`src/rtl/pipe_ctrl_pkg.sv`:
```
// Shared definitions for the pipeline stall/sequencing controller: stall vector
// layout, canonical stall patterns and FSM state encodings.
package pipe_ctrl_pkg;

    localparam int STALL_W = 6;
    localparam int PERF_W  = 32;

    localparam int STAGE_PC  = 0;
    localparam int STAGE_IF  = 1;
    localparam int STAGE_ID  = 2;
    localparam int STAGE_EX  = 3;
    localparam int STAGE_MEM = 4;
    localparam int STAGE_WB  = 5;

    typedef logic [STALL_W-1:0] stall_vec_t;

    // An ID hazard freezes PC/IF/ID; an EX op additionally freezes EX
    localparam stall_vec_t StallNone   = 6'b000000;
    localparam stall_vec_t StallFromId = 6'b000111;
    localparam stall_vec_t StallFromEx = 6'b001111;

    localparam logic [1:0] ST_IDLE = 2'd0;
    localparam logic [1:0] ST_RUN  = 2'd1;
    localparam logic [1:0] ST_DONE = 2'd2;

endpackage

```
`src/rtl/pipe_ctrl_if.sv`:
```
// Handshake bundle between pipe_ctrl and the pipeline / iterative EX unit.
// Perf counter signals exist only when PIPE_CTRL_PERF_EN is defined.
interface pipe_ctrl_if
    import pipe_ctrl_pkg::*;
#(
    parameter int CNT_W = 6
) ();

    logic             stallreq_id;
    logic             mc_start;
    logic             flush;
    stall_vec_t       stall;
    logic             mc_load;
    logic             mc_step;
    logic             mc_done;
    logic             mc_busy;
    logic [CNT_W-1:0] mc_cnt;
`ifdef PIPE_CTRL_PERF_EN
    logic              perf_clr;
    logic [PERF_W-1:0] stall_cycles;
    logic [PERF_W-1:0] mc_ops;

    modport master (
        input  stallreq_id, mc_start, flush, perf_clr,
        output stall, mc_load, mc_step, mc_done, mc_busy, mc_cnt,
               stall_cycles, mc_ops
    );

    modport slave (
        output stallreq_id, mc_start, flush, perf_clr,
        input  stall, mc_load, mc_step, mc_done, mc_busy, mc_cnt,
               stall_cycles, mc_ops
    );
`else
    modport master (
        input  stallreq_id, mc_start, flush,
        output stall, mc_load, mc_step, mc_done, mc_busy, mc_cnt
    );

    modport slave (
        output stallreq_id, mc_start, flush,
        input  stall, mc_load, mc_step, mc_done, mc_busy, mc_cnt
    );
`endif

endinterface

```
`src/rtl/pipe_ctrl_perf_cnt.sv`:
```
// Saturating event counter; clear wins over increment in the same cycle.
module pipe_perf_cnt
    import pipe_ctrl_pkg::*;
(
    input  logic              clk,
    input  logic              rst,
    input  logic              clr,
    input  logic              inc,
    output logic [PERF_W-1:0] count
);

    always_ff @(posedge clk) begin
        if (rst || clr) begin
            count <= '0;
        end else if (inc && (count != {PERF_W{1'b1}})) begin
            count <= count + PERF_W'(1);
        end
    end

endmodule

```
`src/rtl/pipe_ctrl.sv`:
```
// Pipeline stall merger and multi-cycle EX sequencer (IDLE -> RUN -> DONE).
// Optional perf counters are built when PIPE_CTRL_PERF_EN is defined.
module pipe_ctrl
    import pipe_ctrl_pkg::*;
#(
    parameter int MC_CYCLES = 32,
    parameter int CNT_W     = 6
) (
    input  logic       clk,
    input  logic       rst,
    pipe_ctrl_if.master bus
);

    logic [1:0]       state_q, state_d;
    logic [CNT_W-1:0] cnt_q, cnt_d;
    logic             ex_stall;
    stall_vec_t       stall_vec;
    logic             done;

    always_comb begin
        state_d = state_q;
        cnt_d   = cnt_q;
        if (bus.flush) begin
            state_d = ST_IDLE;
            cnt_d   = '0;
        end else begin
            case (state_q)
                ST_IDLE: begin
                    if (bus.mc_start) begin
                        state_d = ST_RUN;
                        cnt_d   = '0;
                    end
                end
                ST_RUN: begin
                    if (cnt_q == CNT_W'(MC_CYCLES - 1)) begin
                        state_d = ST_DONE;
                        cnt_d   = '0;
                    end else begin
                        cnt_d = cnt_q + CNT_W'(1);
                    end
                end
                // mc_start is still high here for the finishing op; never restart from DONE
                ST_DONE: begin
                    state_d = ST_IDLE;
                    cnt_d   = '0;
                end
                default: begin
                    state_d = ST_IDLE;
                    cnt_d   = '0;
                end
            endcase
        end
    end

    always_ff @(posedge clk) begin
        if (rst) begin
            state_q <= ST_IDLE;
            cnt_q   <= '0;
        end else begin
            state_q <= state_d;
            cnt_q   <= cnt_d;
        end
    end

    assign ex_stall = ((state_q == ST_IDLE) && bus.mc_start) || (state_q == ST_RUN);

    always_comb begin
        stall_vec = StallNone;
        if (!rst && !bus.flush) begin
            if (ex_stall) begin
                stall_vec = StallFromEx;
            end else if (bus.stallreq_id) begin
                stall_vec = StallFromId;
            end
        end
    end

    // Everything reads as zero while rst is held, even before the reset edge
    assign done        = !rst && !bus.flush && (state_q == ST_DONE);
    assign bus.stall   = stall_vec;
    assign bus.mc_load = !rst && !bus.flush && (state_q == ST_IDLE) && bus.mc_start;
    assign bus.mc_step = !rst && !bus.flush && (state_q == ST_RUN);
    assign bus.mc_done = done;
    assign bus.mc_busy = !rst && (state_q != ST_IDLE);
    assign bus.mc_cnt  = rst ? '0 : cnt_q;

`ifdef PIPE_CTRL_PERF_EN
    logic [PERF_W-1:0] stall_cnt;
    logic [PERF_W-1:0] ops_cnt;

    pipe_perf_cnt u_stall_cnt (
        .clk   (clk),
        .rst   (rst),
        .clr   (bus.perf_clr),
        .inc   (stall_vec[STAGE_PC]),
        .count (stall_cnt)
    );

    pipe_perf_cnt u_ops_cnt (
        .clk   (clk),
        .rst   (rst),
        .clr   (bus.perf_clr),
        .inc   (done),
        .count (ops_cnt)
    );

    assign bus.stall_cycles = rst ? '0 : stall_cnt;
    assign bus.mc_ops       = rst ? '0 : ops_cnt;
`endif

endmodule
```
`src/flat_wrapper.sv`:
```
// flat-port wrapper written by rule: the top's interface ports become plain ports
module pipe_ctrl_flat import pipe_ctrl_pkg::*;
#(
    parameter int MC_CYCLES = 32,
    parameter int CNT_W     = 6
)
  (clk, rst, bus_stallreq_id, bus_mc_start, bus_flush, bus_stall, bus_mc_load, bus_mc_step, bus_mc_done, bus_mc_busy, bus_mc_cnt);
  pipe_ctrl_if #(.CNT_W(CNT_W)) bus_i ();
  input  logic clk;
  input  logic rst;
  input wire logic [$bits(bus_i.stallreq_id)-1:0] bus_stallreq_id;
  input wire logic [$bits(bus_i.mc_start)-1:0] bus_mc_start;
  input wire logic [$bits(bus_i.flush)-1:0] bus_flush;
  output wire logic [$bits(bus_i.stall)-1:0] bus_stall;
  output wire logic [$bits(bus_i.mc_load)-1:0] bus_mc_load;
  output wire logic [$bits(bus_i.mc_step)-1:0] bus_mc_step;
  output wire logic [$bits(bus_i.mc_done)-1:0] bus_mc_done;
  output wire logic [$bits(bus_i.mc_busy)-1:0] bus_mc_busy;
  output wire logic [$bits(bus_i.mc_cnt)-1:0] bus_mc_cnt;
  assign bus_i.stallreq_id = bus_stallreq_id;
  assign bus_i.mc_start = bus_mc_start;
  assign bus_i.flush = bus_flush;
  assign bus_stall = bus_i.stall;
  assign bus_mc_load = bus_i.mc_load;
  assign bus_mc_step = bus_i.mc_step;
  assign bus_mc_done = bus_i.mc_done;
  assign bus_mc_busy = bus_i.mc_busy;
  assign bus_mc_cnt = bus_i.mc_cnt;
  pipe_ctrl #(.MC_CYCLES(MC_CYCLES), .CNT_W(CNT_W)) u_core (.clk(clk), .rst(rst), .bus(bus_i));
endmodule
```
`config.mk`:
```
export PLATFORM = sky130hd
export DESIGN_NAME = pipe_ctrl_flat
export DESIGN_NICKNAME = d
export VERILOG_FILES = /design/src/rtl/pipe_ctrl_pkg.sv /design/src/rtl/pipe_ctrl_if.sv /design/src/rtl/pipe_ctrl_perf_cnt.sv /design/src/rtl/pipe_ctrl.sv /design/src/flat_wrapper.sv
export SDC_FILE = /design/constraint.sdc
export NUM_CORES = 1
export LEC_CHECK = 0
export CAP_MARGIN = 20
export CELL_PAD_IN_SITES_DETAIL_PLACEMENT = 0
export CELL_PAD_IN_SITES_GLOBAL_PLACEMENT = 1
export CORE_AREA = 2 2 39 41
export CTS_BUF_LIST = sky130_fd_sc_hd__clkbuf_8
export CTS_CLUSTER_SIZE = 8
export DETAILED_ROUTE_END_ITERATION = 16
export DIE_AREA = 0 0 41 43
export DONT_BUFFER_PORTS = 1
export GPL_ROUTABILITY_DRIVEN = 0
export MAX_ROUTING_LAYER = met4
export PLACE_DENSITY = 0.73
export SLEW_MARGIN = 25
export SYNTH_ARGS = -nofsm -noshare
export SYNTH_HDL_FRONTEND = slang
export SYNTH_SLANG_ARGS = --single-unit
```
`constraint.sdc`:
```
create_clock -name clk -period 1.9 [get_ports clk]
set_input_delay 0.57 -clock clk [delete_from_list [all_inputs] [get_ports clk]]
set_output_delay 0.57 -clock clk [all_outputs]
set_load 0.01 [all_outputs]
```
==> impl_metrics.ini, run 1 <==
[drt]
wl_um = 1110
drt-pass1-iter-count = 3
ant_nets = 0
drt_iter0_markers = 4
viasPerCell = 5.42
wl_per_cell_um = 13.2
drc = 0
vias = 455

[timing]
setup_slack_ns = 0.182
setup-tns-final_ns = 0
fmax_mhz = 582
rsz0062_at_grt = false
hold_viol_final = 0
post-route-period-util = 0.904
slew_viol_final = 0
finalSetupViolCount = 0
finClkSkew_ns = 0.00123
post-route-min-period_ns = 1.72

[placement]
io_buffers = 0
dp_slack_ns = 0.217
hpwlAfterDp_um = 843

[worst_setup_path]
crit_slowest_cell = or3_1
crit_arrival_ns = 1.15
max_stage_delay_ns = 0.44
critPathCaptureType = output pin
critPathKind = flip-flop to output pin
crit_chain = or3_1 > nor2_4
cp.required_ns = 1.33
critPathMaxFanout = 6
startpoint_type = flip-flop

[synth]
ys_seq_elements = 8
syn_area_per_cell_sq_um = 8.23
ys_warn_count = 0
syn_area_sq_um = 543
synth_cell_type_count = 32
yosysSeqAreaShare = 0.295
netlist_instances = 66

[cts]
numCtsBuffers = 3
hold_buffers = 0
clock_sink_count = 8
cts_root_buffer = clkbuf_8
htreeDepth = 1
clkLatencyLatePin_ns = 0.23
clk_pin_slew_ns = 0.04
cts_resized = 0
max-clock-path-buffers = 2
cts_tree = built
post-cts-setup-buffers = 0

[finish]
most-common-layout-cells = nor2_1 (8), dfxtp_1 (8), nor2b_1 (6)
diodes = 0
fillerInstances = 152
nets = 76
post_route_cells_drive_above_1_share = 0.191
synthToLayoutAreaGrowth_pct = 7.83

[global_route]
grt_first_pass_wirelength_um = 1840
grt.total_usage = 0.159
overflow = 0
grt_max_degree = 12
antenna_found_initial = 0
grt_pass1_vias = 401

[floorplan]
fp.dieH_um = 43
num_io_pins = 21
die_area_sq_um = 1760
core_sq_um = 1380
start_util = 0.392
rows = 14
fp.dieW_um = 41

[min_path]
hp-class = flip-flop to flip-flop

[power_and_ir_drop]
leakage_uw = 0.000221
p_per_area_nw_per_um2 = 696
peakVddDrop_mv = 0.398

[outcome]
status = completed

[run]
cap_viol_max_count = 0
kinds of logic (layout without fill, tap and decap cells):
kind of cell	after synthesis	count (layout)	share of synthesized area
buffers and inverters	8	9	0.117
AO/OA/AOI/OAI	11	11	0.124
flip-flops	8	8	0.295
multiplexers	1	1	0.0184
adder cells (fa/ha/maj)	1	1	0.0230
other	1	2	0.00691
XOR/XNOR	1	1	0.0161
AND/OR/NAND/NOR	35	35	0.399
critical path, delay by kind of cell (launching register included):
family | cells | cell delay, ns
and+or+nand+nor | 2 | 0.58
DFF | 1 | 0.34
state kept, by name (all words and copies together), names as in the netlist:
signal / cells
u_core.cnt_q: 6
u_core.state_q: 2
cell type report:
class	instances	area (sq um)	share of cell area
clock buffer	3	41.3	0.0705
inverter	1	3.75	0.00641
multi-input combinational	51	323	0.551
sequential	8	160	0.274
tap	16	20.0	0.0342
timing repair buffer	5	37.5	0.0641
synth_stat cells, drive strengths merged:
library cell / count / share of area
nand4b: 1 / 0.016
o21a: 2 / 0.028
o21ai: 2 / 0.018
inv: 1 / 0.0069
or3: 2 / 0.023
nor2b: 6 / 0.069
nand3: 3 / 0.028
nor3: 4 / 0.046
ha: 1 / 0.023
nor4b: 1 / 0.016
nand2b: 1 / 0.012
nor2: 9 / 0.076
xor2: 1 / 0.016
nor3b: 2 / 0.028
or2b: 1 / 0.016
or3b: 1 / 0.016
a211oi: 2 / 0.028
conb: 1 / 0.0069
o211ai: 1 / 0.014
clkbuf: 1 / 0.025
nand4: 1 / 0.023
a21oi: 4 / 0.037
dfxtp: 8 / 0.29
nand2: 1 / 0.0069
buf: 6 / 0.085
mux2i: 1 / 0.018
and3: 1 / 0.012
and2: 1 / 0.012
layer usage:
layer,GRT usage,vias to the layer above,share of wire
li1,-,230,-
met1,0.203,212,0.43
met2,0.219,11,0.49
met3,0.0785,2,0.071
met4,0.0400,0,0.0099
met5,-,-,0
where the power goes:
group          switching, uW  total, uW  leakage [uW]  internal (uW)
Combinational           21.2       34.8      0.000135           13.6
Sequential              1.87        172     0.0000646            170
Clock                   63.4        200     0.0000216            137
stage by stage:
step / hold slack (ns) / power (uW) / std cells / utilization / instance area, sq um
detailed placement: 0.488 / 210 / 81 / 0.393 / 544
global route: 0.509 / 429 / 84 / 0.423 / 586
finish: 0.493 / 407 / 84 / 0.423 / 586
global placement: 0.484 / 210 / 81 / 0.393 / 544
floorplan: 0.459 / 213 / 67 / - / 547
CTS: 0.497 / 416 / 84 / 0.423 / 586
path summary, 6_finish.rpt:
check | cells after the start | endpoint | slack [ns] | start
worst min register to register | 2 | u_core.cnt_q[5] | 0.49 | u_core.cnt_q[5]
worst max-delay path | 2 | bus_stall[3] | 0.18 | u_core.state_q[1]
worst max register to register | 4 | u_core.cnt_q[3] | 0.68 | u_core.state_q[0]
worst min-delay path | 2 | u_core.cnt_q[5] | 0.49 | u_core.cnt_q[5]
Power figures use the tool's default switching activity.
==> run 2, diff against run 1 <==
--- a/config.mk
+++ b/config.mk
@@ -5,7 +5,7 @@
 export SDC_FILE = /design/constraint.sdc
 export NUM_CORES = 1
 export LEC_CHECK = 0
-export CAP_MARGIN = 20
+export CAP_MARGIN = 0
 export CELL_PAD_IN_SITES_DETAIL_PLACEMENT = 0
 export CELL_PAD_IN_SITES_GLOBAL_PLACEMENT = 1
 export CORE_AREA = 2 2 39 41
==> constraint.sdc (replaced) <==
create_clock -name clk -period 2.1 [get_ports clk]
set_input_delay 0.63 -clock clk [delete_from_list [all_inputs] [get_ports clk]]
set_output_delay 0.63 -clock clk [all_outputs]
set_load 0.01 [all_outputs]
==> run 2 against run 1 <==
Net effect: sequential cell count is the same; clock skew grew 0.00080 ns; die area stayed put; critical path type is now input pin to output pin; critical endpoint is now bus_stall[2]; highest routed layer unchanged.
==> impl_metrics.ini, run 2 (synthesized netlist as in run 1, its figures left out) <==
[timing]
slew_viol_final = 0
hold_viol_final = 0
finalSetupViolCount = 0
fmax_mhz = 539
setup-tns-final_ns = 0
rsz0062_at_grt = false
post-route-min-period_ns = 1.85
post-route-period-util = 0.883
finClkSkew_ns = 0.00203

[worst_setup_path]
startpoint_type = input pin
crit_slowest_cell = o21a_1
critPathKind = input pin to output pin
crit_chain = nor2_1 > nor2_1 > o21a_1
crit_path_frequent_cell = nor2_1
max_stage_delay_ns = 0.29
critPathCaptureType = output pin
crit_arrival_ns = 1.22
cp.required_ns = 1.47
critPathMaxFanout = 7

[finish]
largest_reg_flops = 6
synthToLayoutAreaGrowth_pct = 6.45
instances_no_fill = 83
regMostFlops = u_core.cnt_q
fin_area_sq_um = 578
diodes = 0
post_route_cells_drive_above_1_share = 0.179
nets = 75
most-common-layout-cells = nor2_1 (8), dfxtp_1 (8), nor2b_1 (6)
top_regs = u_core.cnt_q (6), u_core.state_q (2)

[drt]
vias = 461
drt-pass1-iter-count = 4
wl_per_cell_um = 13.4
wl_um = 1110
viasPerCell = 5.55
drc = 0
ant_nets = 0
drt_iter0_markers = 7

[cts]
max-clock-path-buffers = 2
hold_buffers = 0
clock_sink_count = 8
numCtsBuffers = 3
cts_root_buffer = clkbuf_8
cts_tree = built
clkLatencyLatePin_ns = 0.23
post-cts-setup-buffers = 0
clk_pin_slew_ns = 0.04
htreeDepth = 1
cts_resized = 0

[floorplan]
die_area_sq_um = 1760
fp.dieH_um = 43
start_util = 0.392
num_io_pins = 21
rows = 14
core_sq_um = 1380
fp.dieW_um = 41

[global_route]
overflow = 0
grt_pass1_vias = 402
grt.total_usage = 0.159
grt_first_pass_wirelength_um = 1810
antenna_found_initial = 0
grt_max_degree = 14

[power_and_ir_drop]
leakage_uw = 0.000216
p_per_area_nw_per_um2 = 652
peakVddDrop_mv = 0.410

[placement]
placed_cell_area_sq_um = 537
dp_cells = 80
io_buffers = 0

[outcome]
status = completed

[run]
cap_viol_max_count = 0

[min_path]
hp-class = flip-flop to flip-flop
run 2: cell types whose count changed in the layout (fill, tap and decap cells not counted):
cell and delta:
buf_4 -1
run 2: metal layers:
metal	vias up	global-route usage	wire, um
met5	-	-	0
met4	0	0.0400	9
met3	3	0.0838	63
met2	10	0.216	537
met1	221	0.204	499
li1	227	-	-
run 2: where the power goes:
group	switching [uW]	internal, uW
combinational	19.7	10.9
sequential	1.01	154
clock	66.7	125
run 2: per-stage QoR:
| stage | hold WS [ns] | setup WS [ns] | power [uW] | util |
|---|---|---|---|---|
| floorplan | 0.459 | 0.185 | 192 | - |
| global placement | 0.481 | 0.252 | 188 | 0.388 |
| detailed placement | 0.497 | 0.241 | 188 | 0.388 |
| CTS | 0.503 | 0.235 | 377 | 0.418 |
| global route | 0.523 | 0.181 | 390 | 0.418 |
| finish | 0.494 | 0.246 | 377 | 0.418 |
run 2: path summary, 6_finish.rpt:
| path | from | cells past startpoint | slack (ns) | to |
|---|---|---|---|---|
| max | bus_mc_start | 3 | 0.25 | bus_stall[2] |
| min | u_core.cnt_q[5] | 2 | 0.49 | u_core.cnt_q[5] |
| max reg2reg | u_core.cnt_q[0] | 4 | 0.90 | u_core.cnt_q[4] |
| min reg2reg | u_core.cnt_q[5] | 2 | 0.49 | u_core.cnt_q[5] |
run 2: layout make-up:
cell class                 instances  area [sq um]
tap                               16          20.0
fill                             149           806
multi-input combinational         51           323
sequential                         8           160
timing repair buffer               4          30.0
inverter                           1          3.75
clock buffer                       3          41.3
run 2: critical path: cells and delay by family:
kind | cells | cell delay, ns
AOI/OAI and AO/OA | 1 | 0.29
and+or+nand+nor | 2 | 0.30
